## src/rtl/router_pkg.sv

```systemverilog
// router_pkg: shared types and constants for the router input-path controller.
//   state_e      - FSM state encoding (binary; all 8 codes are legal states)
//   NUM_PORTS    - number of router output ports
//   ADDR_INVALID - header address that selects no port
//   sel_port()   - picks one per-port flag by a 2-bit port address
package router_pkg;

  localparam int         NUM_PORTS    = 3;
  localparam logic [1:0] ADDR_INVALID = 2'b11;

  typedef enum logic [2:0] {
    ST_DA  = 3'd0,  // DECODE_ADDRESS
    ST_LFD = 3'd1,  // LOAD_FIRST_DATA
    ST_LD  = 3'd2,  // LOAD_DATA
    ST_FFS = 3'd3,  // FIFO_FULL_STATE
    ST_LAF = 3'd4,  // LOAD_AFTER_FULL
    ST_LP  = 3'd5,  // LOAD_PARITY
    ST_CPE = 3'd6,  // CHECK_PARITY_ERROR
    ST_WTE = 3'd7   // WAIT_TILL_EMPTY
  } state_e;

  // The invalid address selects nothing, so it reads as 0 (not empty / no soft reset).
  function automatic logic sel_port(input logic [NUM_PORTS-1:0] vec,
                                    input logic [1:0]           addr);
    case (addr)
      2'd0:    sel_port = vec[0];
      2'd1:    sel_port = vec[1];
      2'd2:    sel_port = vec[2];
      default: sel_port = 1'b0;
    endcase
  endfunction

endpackage

```

## src/rtl/router_fsm_addr_sel.sv

```systemverilog
// router_fsm_addr_sel: holds the destination port of the packet in flight and
// routes that port's fifo_empty / soft_reset flags back to the controller.
// Ports:
//   clock, reset       - clock and synchronous active-high reset
//   capture_i          - load data_in_i as the new destination this cycle
//   data_in_i[1:0]     - header address bits
//   fifo_empty_i[2:0]  - per-port FIFO empty flags
//   soft_reset_i[2:0]  - per-port read-timeout soft resets
//   addr_o[1:0]        - latched destination address
//   fifo_empty_sel_o   - empty flag of the latched port
//   soft_reset_sel_o   - soft reset of the latched port
module router_fsm_addr_sel
  import router_pkg::*;
(
  input  logic                 clock,
  input  logic                 reset,
  input  logic                 capture_i,
  input  logic [1:0]           data_in_i,
  input  logic [NUM_PORTS-1:0] fifo_empty_i,
  input  logic [NUM_PORTS-1:0] soft_reset_i,
  output logic [1:0]           addr_o,
  output logic                 fifo_empty_sel_o,
  output logic                 soft_reset_sel_o
);

  logic [1:0] addr_q;
  logic [1:0] addr_d;

  always_comb begin
    addr_d = addr_q;
    if (capture_i) addr_d = data_in_i;
  end

  always_ff @(posedge clock) begin
    if (reset) addr_q <= 2'b00;
    else       addr_q <= addr_d;
  end

  assign addr_o           = addr_q;
  assign fifo_empty_sel_o = sel_port(fifo_empty_i, addr_q);
  assign soft_reset_sel_o = sel_port(soft_reset_i, addr_q);

endmodule

```

## src/rtl/router_fsm.sv

```systemverilog
// router_fsm: controller for the 1x3 router input path. Decodes the header
// address, waits for the target FIFO to drain, sequences payload/parity loads
// into router_register and recovers from FIFO-full and soft-reset events.
// Ports:
//   clock, reset                 - clock, synchronous active-high reset
//   pkt_valid, data_in[1:0]      - source byte valid, header address bits
//   fifo_full                    - full flag of the addressed FIFO
//   fifo_empty_0..2              - per-port FIFO empty flags
//   soft_reset_0..2              - per-port read-timeout soft resets
//   parity_done, low_pkt_valid   - status from router_register
//   write_enb_reg                - FIFO write strobe
//   detect_add .. rst_int_reg    - one-hot state indications to router_register
//   busy                         - source must hold its current byte
module router_fsm
  import router_pkg::*;
(
  input  logic       clock,
  input  logic       reset,
  input  logic       pkt_valid,
  input  logic [1:0] data_in,
  input  logic       fifo_full,
  input  logic       fifo_empty_0,
  input  logic       fifo_empty_1,
  input  logic       fifo_empty_2,
  input  logic       soft_reset_0,
  input  logic       soft_reset_1,
  input  logic       soft_reset_2,
  input  logic       parity_done,
  input  logic       low_pkt_valid,
  output logic       write_enb_reg,
  output logic       detect_add,
  output logic       lfd_state,
  output logic       ld_state,
  output logic       laf_state,
  output logic       full_state,
  output logic       rst_int_reg,
  output logic       busy
);

  state_e               state_q;
  logic [NUM_PORTS-1:0] fifo_empty_vec;
  logic [NUM_PORTS-1:0] soft_reset_vec;
  logic                 hdr_ok;
  logic                 hdr_empty;
  logic                 capture;
  logic [1:0]           addr_q;
  logic                 fifo_empty_sel;
  logic                 soft_reset_sel;

  assign fifo_empty_vec = {fifo_empty_2, fifo_empty_1, fifo_empty_0};
  assign soft_reset_vec = {soft_reset_2, soft_reset_1, soft_reset_0};

  // In DA the decision uses the header byte itself, not the latched address.
  assign hdr_ok    = pkt_valid && (data_in != ADDR_INVALID);
  assign hdr_empty = sel_port(fifo_empty_vec, data_in);
  assign capture   = (state_q == ST_DA) && hdr_ok;

  router_fsm_addr_sel u_addr_sel (
    .clock            (clock),
    .reset            (reset),
    .capture_i        (capture),
    .data_in_i        (data_in),
    .fifo_empty_i     (fifo_empty_vec),
    .soft_reset_i     (soft_reset_vec),
    .addr_o           (addr_q),
    .fifo_empty_sel_o (fifo_empty_sel),
    .soft_reset_sel_o (soft_reset_sel)
  );

  always_ff @(posedge clock) begin
    if (reset) begin
      state_q <= ST_DA;
    end else if (soft_reset_sel) begin
      // Read timeout on the latched port abandons the packet from any state.
      state_q <= ST_DA;
    end else begin
      case (state_q)
        ST_DA:   if (hdr_ok) state_q <= hdr_empty ? ST_LFD : ST_WTE;
        ST_LFD:  state_q <= ST_LD;
        // fifo_full wins over end-of-packet; the parity byte is then
        // recovered through low_pkt_valid in LAF.
        ST_LD:   if (fifo_full)       state_q <= ST_FFS;
                 else if (!pkt_valid) state_q <= ST_LP;
        ST_FFS:  if (!fifo_full) state_q <= ST_LAF;
        ST_LAF:  if (parity_done)        state_q <= ST_DA;
                 else if (low_pkt_valid) state_q <= ST_LP;
                 else                    state_q <= ST_LD;
        ST_LP:   state_q <= ST_CPE;
        ST_CPE:  state_q <= fifo_full ? ST_FFS : ST_DA;
        ST_WTE:  if (fifo_empty_sel) state_q <= ST_LFD;
        default: state_q <= ST_DA;
      endcase
    end
  end

  assign detect_add    = (state_q == ST_DA);
  assign lfd_state     = (state_q == ST_LFD);
  assign ld_state      = (state_q == ST_LD);
  assign laf_state     = (state_q == ST_LAF);
  assign full_state    = (state_q == ST_FFS);
  assign rst_int_reg   = (state_q == ST_CPE);
  assign write_enb_reg = (state_q == ST_LD) || (state_q == ST_LAF) || (state_q == ST_LP);
  assign busy          = !((state_q == ST_DA) || (state_q == ST_LD));

endmodule

```

## config.mk

```make
export PLATFORM = sky130hd
export DESIGN_NAME = router_fsm
export DESIGN_NICKNAME = d
export VERILOG_FILES = /design/src/rtl/router_pkg.sv /design/src/rtl/router_fsm_addr_sel.sv /design/src/rtl/router_fsm.sv
export SDC_FILE = /design/constraint.sdc
export NUM_CORES = 1
export LEC_CHECK = 0
export ABC_AREA = 1
export ABC_CLOCK_PERIOD_IN_PS = 1200
export CAP_MARGIN = 20
export CORE_AREA = 2 2 40 42
export DETAILED_ROUTE_END_ITERATION = 8
export DIE_AREA = 0 0 42 44
export HOLD_SLACK_MARGIN = 0.15
export PLACE_DENSITY_LB_ADDON = 0.08
export SLEW_MARGIN = 0
export SYNTH_ARGS = -nofsm -noshare
export SYNTH_HDL_FRONTEND = slang
export SYNTH_HIERARCHICAL = 1
export SYNTH_SLANG_ARGS = --single-unit
```

## constraint.sdc

```tcl
create_clock -name clock -period 1.2 [get_ports clock]
set_input_delay 0.36 -clock clock [delete_from_list [all_inputs] [get_ports clock]]
set_output_delay 0.36 -clock clock [all_outputs]
set_load 0.005 [all_outputs]
```

==> flow_summary.json, run 1 <==
{
  "yosys_warnings": 6,
  "mostFrequentLayoutCells": "25 x buf_4, 16 x nand2_1, 13 x nor2_1, 11 x nand3_1, 10 x buf_6",
  "critical_path.max_stage_delay_ns": 0.35,
  "dr.pass1.iters": 4,
  "p_leak_nw": 0.559,
  "final_critical_path_setup_slack_ns": -0.248,
  "num_vias": 802,
  "cell_count_final_fillers_out": 161,
  "power.ir.vdd_worst_v": 0.00115,
  "portBuffers": 21,
  "start_util_pct": 33.5,
  "synth.yosys.seq_area_share_pct": 21.1,
  "root_buffer": "clkbuf_4",
  "crit_path_end": "write_enb_reg",
  "wirelength_mm": 2.11,
  "clk-insertion-delay-late_ns": 0.24,
  "globalRoute.totalOverflow": 0,
  "maxSlewViolCount": 0,
  "worstPathRequired_ns": 0.84,
  "routed_via_density": 4.98,
  "final_min_period_over_clock_period_pct": 121,
  "synth_fp_nets": 101,
  "post_synth.cell_area_avg_um2": 5.47,
  "synth_top_area_share_pct": 21.1,
  "postLayoutCoreUtil_pct": 77.2,
  "post_route_cells_drive_above_1_share_pct": 55.2,
  "max_clock_buf_depth": 2,
  "cp.arrival_ns": 1.09,
  "groute.usage.overall_pct": 22.8,
  "hold_violations": 0,
  "reg2reg_to": "state_q[0]$_SDFFE_PP0P_",
  "grt_max_degree": 7,
  "remaining_drc_errors": 0,
  "grt_first_pass_wirelength_mm": 3.15,
  "max_cap_viol_count": 0,
  "worstMarginPinSlew_ns": 0.208,
  "insertedDiodeCount": 0,
  "regToRegSetupSlack_ns": -0.12,
  "fp.coreArea_mm2": 0.00142,
  "grt_antenna_before_repair": 0,
  "grt_pass1_vias": 733,
  "die_w_um": 42,
  "placed_cells": 143,
  "hold_class": "register to register",
  "worst_clock_skew_ns": 0.00631,
  "synth.largest_area_cell": "dfxtp_1",
  "post_synth_instance_area_um2": 475,
  "violations_in_the_final_reports": "negative setup slack",
  "unrepaired_setup_endpoints_after_global_routing": "yes",
  "cp-end-kind": "output pin",
  "floorplan.die.height_um": 44,
  "num_rows": 14,
  "slew_headroom_pct": 86.1,
  "fin_nets": 160,
  "crit_chain": "inv_4, buf_6, nor2_4, nor2_1, nand2_1, buf_2",
  "die_area_mm2": 0.00185,
  "clock.fmax_mhz": 691,
  "h-tree-depth": 1,
  "r2r_start": "state_q[0]$_SDFFE_PP0P_",
  "power.density_mw_per_mm2": 1620,
  "routabilityCongestion": 0.849,
  "crit_path_max_fanout": 4,
  "io-pin-count": 22,
  "ys_types": 15,
  "cts.sinks": 5,
  "setup.worst_path.start": "state_q[2]$_SDFFE_PP0P_",
  "ys_ff_latch": 5,
  "fin_area_mm2": 0.00110,
  "detailedPlace.worstSlack_ns": -0.459,
  "area_growth_syn_to_layout_pct": 131,
  "tns_ns": -1.79,
  "wl_per_cell_um": 13.1,
  "cts_tree": "built",
  "setup_viol_count_final": 11,
  "total_power_mw": 1.77,
  "holdWs_ns": 0.649,
  "fill_cells": 100,
  "leading_cell_types_by_total_area_after_synthesis": "dfxtp_1 21%, nand2_1 16%, nand3_1 15%",
  "critPathKind": "register to output pin",
  "dr.first_iter.drc_count": 19,
  "syn-instance-count": 87,
  "cts-hold-fix-buffers": 0,
  "cts_inserted_buffers": 3,
  "drt.antenna.violating_nets": 0,
  "period_needed_ns": 1.45,
  "outcome": "finished with violations",
  "cts.clk_slew.worst_paths_ns": 0.05,
  "timing.critical_path.slowest_stage_cell": "dfxtp_2",
  "worst_r2r_path_depth": 8,
  "detailed_place_hpwl_mm": 1.20,
  "layout.cells.most_common": "buf_4",
  "place_area_um2": 851,
  "start_kind": "register"
}
==> how the worst min path moves through the flow <==
stage	from	slack (ns)	endpoint	cells past startpoint
3_5_place_dp	u_addr_sel/addr_o[1]$_SDFFE_PP0P_	0.66	u_addr_sel/addr_o[1]$_SDFFE_PP0P_	3
5_1_grt	data_in[0]	0.68	u_addr_sel/addr_o[0]$_SDFFE_PP0P_	4
6_report	u_addr_sel/addr_o[1]$_SDFFE_PP0P_	0.65	u_addr_sel/addr_o[1]$_SDFFE_PP0P_	3
2_1_floorplan	data_in[1]	0.49	u_addr_sel/addr_o[1]$_SDFFE_PP0P_	2
3_3_place_gp	u_addr_sel/addr_o[0]$_SDFFE_PP0P_	0.67	u_addr_sel/addr_o[0]$_SDFFE_PP0P_	3
4_1_cts	data_in[1]	0.64	u_addr_sel/addr_o[1]$_SDFFE_PP0P_	4
==> state kept, by name, summed over array words and instances (netlist names) <==
register / flops
u_addr_sel/addr_o: 2
state_q: 3
==> kinds of logic (layout without fill, tap and decap cells) <==
kind of cell	after synthesis	after routing	synth area share (%)
simple gates	62	62	61.1
buf+inv	15	73	11.8
compound gates	5	5	6.05
flops	5	5	21.1
==> cell usage after synthesis <==
cell,instances
o21ai_0,2
o21ai_2,1
nand2_1,20
inv_1,9
nand3_2,2
nor2_4,1
a21oi_1,1
nand2_2,3
dfxtp_1,5
inv_2,6
nand3_1,14
nor2_2,2
o21ai_1,1
nand4_1,3
nor2_1,17
==> area by class of cell <==
class	count	area, um2	area share [%]
well taps	16	20.0	1.83
repair buffers	54	453	41.3
multi-input cells	67	412	37.6
inverters	15	73.8	6.74
clock buffers	4	26.3	2.40
flip-flops and latches	5	111	10.2
==> critical path: cells and delay by family (launching register included) <==
kind | cells | cell delay [ns]
buffers and inverters | 3 | 0.27
DFF | 1 | 0.35
and+or+nand+nor | 3 | 0.23
==> layer usage <==
metal  GRT usage [%]  up-vias  routed length [um]
li1                -      391                   -
met1            30.5      369                 905
met2            35.9       32                1030
met3            4.58       10                  88
met4            9.03        0                  83
met5               0        -                   0
==> timing repair <==
action / CTS / global route
pin swaps: 21 / 9
endpoints found under the hold margin: 0 / 0
setup buffers: 15 / 3
setup endpoints to repair: 13 / 13
gates resized for setup: 71 / 14
==> where the power goes <==
part           internal (mW)  total (mW)  switching [mW]
Clock                  0.126       0.193          0.0670
Sequential             0.222       0.291          0.0695
Combinational          0.679        1.29           0.610
(Power assumes the default switching activity.)
==> inputs of run 2 (changes only) <==
ABC_CLOCK_PERIOD_IN_PS = 1500   (was 1200)
clock period = 1.5 ns   (was 1.2 ns; I/O delays follow)
==> run 2 against run 1 <==
Against the previous run: via count fell by 3.2%; the flow still finishes with violations (negative setup slack); worst hold slack got worse by 0.082 ns; clock power fell by 23%; largest power group unchanged.
==> flow_summary.json, run 2 (synthesis gave the netlist of run 1 again) <==
{
  "dr.pass1.iters": 4,
  "r2r_start": "state_q[0]$_SDFFE_PP0P_",
  "groute.usage.overall_pct": 19.2,
  "wirelength_mm": 1.97,
  "grt_max_degree": 6,
  "wl_per_cell_um": 12.2,
  "start_util_pct": 33.5,
  "max_clock_buf_depth": 2,
  "max_cap_viol_count": 0,
  "period_needed_ns": 1.55,
  "maxSlewViolCount": 0,
  "final_min_period_over_clock_period_pct": 103,
  "portBuffers": 21,
  "detailed_place_hpwl_mm": 1.24,
  "floorplan.die.height_um": 44,
  "clk-insertion-delay-late_ns": 0.24,
  "worstHoldPathCells": 2,
  "final_critical_path_setup_slack_ns": -0.0515,
  "dr.first_iter.drc_count": 8,
  "regMostFlops": "state_q",
  "insertedDiodeCount": 0,
  "hold_violations": 0,
  "crit_path_max_fanout": 4,
  "p_leak_nw": 0.589,
  "reg2reg_to": "state_q[0]$_SDFFE_PP0P_",
  "fp.coreArea_mm2": 0.00142,
  "hold_class": "register to register",
  "fin_nets": 160,
  "cp-end-kind": "output pin",
  "largest_register_ff_count": 3,
  "drt.antenna.violating_nets": 0,
  "grt_antenna_before_repair": 0,
  "area_growth_syn_to_layout_pct": 126,
  "cts.clk_slew.worst_paths_ns": 0.04,
  "regToRegSetupSlack_ns": 0.04,
  "cts.sinks": 5,
  "outcome": "finished with violations",
  "tns_ns": -0.131,
  "worst_path_dominant_cell_family": "flip-flops",
  "min_from": "u_addr_sel/addr_o[0]$_SDFFE_PP0P_",
  "worstPathRequired_ns": 1.05,
  "worst_r2r_path_depth": 9,
  "globalRoute.totalOverflow": 0,
  "grt_first_pass_wirelength_mm": 2.75,
  "timing.critical_path.slowest_stage_cell": "dfxtp_2",
  "io-pin-count": 22,
  "violations_in_the_final_reports": "negative setup slack",
  "worstMarginPinSlew_ns": 0.203,
  "layout.cells.most_common": "buf_4",
  "root_buffer": "clkbuf_4",
  "worst_clock_skew_ns": 0.00328,
  "cp.arrival_ns": 1.10,
  "total_power_mw": 1.30,
  "routed_via_density": 4.82,
  "num_vias": 776,
  "power.ir.vdd_worst_v": 0.00109,
  "remaining_drc_errors": 0,
  "h-tree-depth": 1,
  "unrepaired_setup_endpoints_after_global_routing": "yes",
  "postLayoutCoreUtil_pct": 75.7,
  "cts_inserted_buffers": 3,
  "critical_path.max_stage_delay_ns": 0.37,
  "critPathKind": "register to output pin",
  "die_area_mm2": 0.00185,
  "start_kind": "register",
  "crit_chain": "inv_4, nand3_4, inv_2, nor2_2, nand2_1, buf_2",
  "hold_end": "u_addr_sel/addr_o[0]$_SDFFE_PP0P_",
  "mostFrequentLayoutCells": "26 x buf_4, 15 x nor2_1, 15 x nand2_1, 11 x nand3_1",
  "cts_tree": "built",
  "grt_pass1_vias": 675,
  "detailedPlace.worstSlack_ns": -0.250,
  "die_w_um": 42,
  "slew_headroom_pct": 86.4,
  "routabilityCongestion": 0.873,
  "holdWs_ns": 0.566,
  "post_route_cells_drive_above_1_share_pct": 51.0,
  "setup_viol_count_final": 5,
  "worstPathBufferInverterCount": 3,
  "num_rows": 14,
  "power.density_mw_per_mm2": 1210,
  "clock.fmax_mhz": 645
}
run 2: cell types whose count changed in the layout (fill, tap and decap cells not counted), sizes merged:
cell / delta
buf: -1
clkdlybuf4s50: +1
clkdlybuf4s15: +1
dlygate4sd2: -6
dlymetal6s2s: +5
run 2: layout make-up:
cell class	count	area (um2)
clock buffer	4	26.3
sequential	5	106
multi-input combinational	67	388
fill	129	344
tap	16	20.0
inverter	15	66.3
timing repair buffer	54	468
run 2: metal layers:
| metal | vias to the layer above | part of all wire, % | GRT usage (%) |
|---|---|---|---|
| met4 | 0 | 2.2 | 5.16 |
| met5 | - | 0 | 0 |
| met2 | 18 | 57 | 38.4 |
| met3 | 5 | 2.4 | 4.58 |
| met1 | 361 | 38 | 19.6 |
| li1 | 392 | - | - |
run 2: power breakdown:
group / internal (mW) / total [mW] / switching (mW)
Sequential: 0.172 / 0.224 / 0.0513
Combinational: 0.479 / 0.924 / 0.445
Clock: 0.100 / 0.149 / 0.0490
run 2: worst max path at each step:
stage / startpoint / end / depth (start not counted)
2_1_floorplan: state_q[2]$_SDFFE_PP0P_ / write_enb_reg / 5
3_3_place_gp: fifo_empty_1 / state_q[0]$_SDFFE_PP0P_ / 10
3_5_place_dp: fifo_empty_1 / state_q[1]$_SDFFE_PP0P_ / 10
4_1_cts: state_q[1]$_SDFFE_PP0P_ / write_enb_reg / 5
5_1_grt: state_q[0]$_SDFFE_PP0P_ / write_enb_reg / 6
6_report: state_q[0]$_SDFFE_PP0P_ / write_enb_reg / 6
run 2: timing repair:
item                                    4_1_cts  5_1_grt
hold buffers                                  0        0
buffers inserted                              8        6
endpoints found under the setup margin        9       12
resized for setup                            36       33
pin swaps                                     3       13
run 2: metrics by stage:
step	instances	cell area (um2)
2_1_floorplan	87	475
3_3_place_gp	144	856
3_5_place_dp	144	856
4_1_cts	156	970
5_1_grt	161	1070
6_report	161	1070
run 2: worst register-to-register path, stage by stage (launching register included):
cell     delay [ns]
dfxtp_2        0.34
inv_4          0.11
nand3_4        0.09
buf_4          0.14
buf_4          0.13
o21ai_2        0.16
nor2_4         0.07
buf_4          0.13
o21ai_1        0.13
nor2_1         0.05
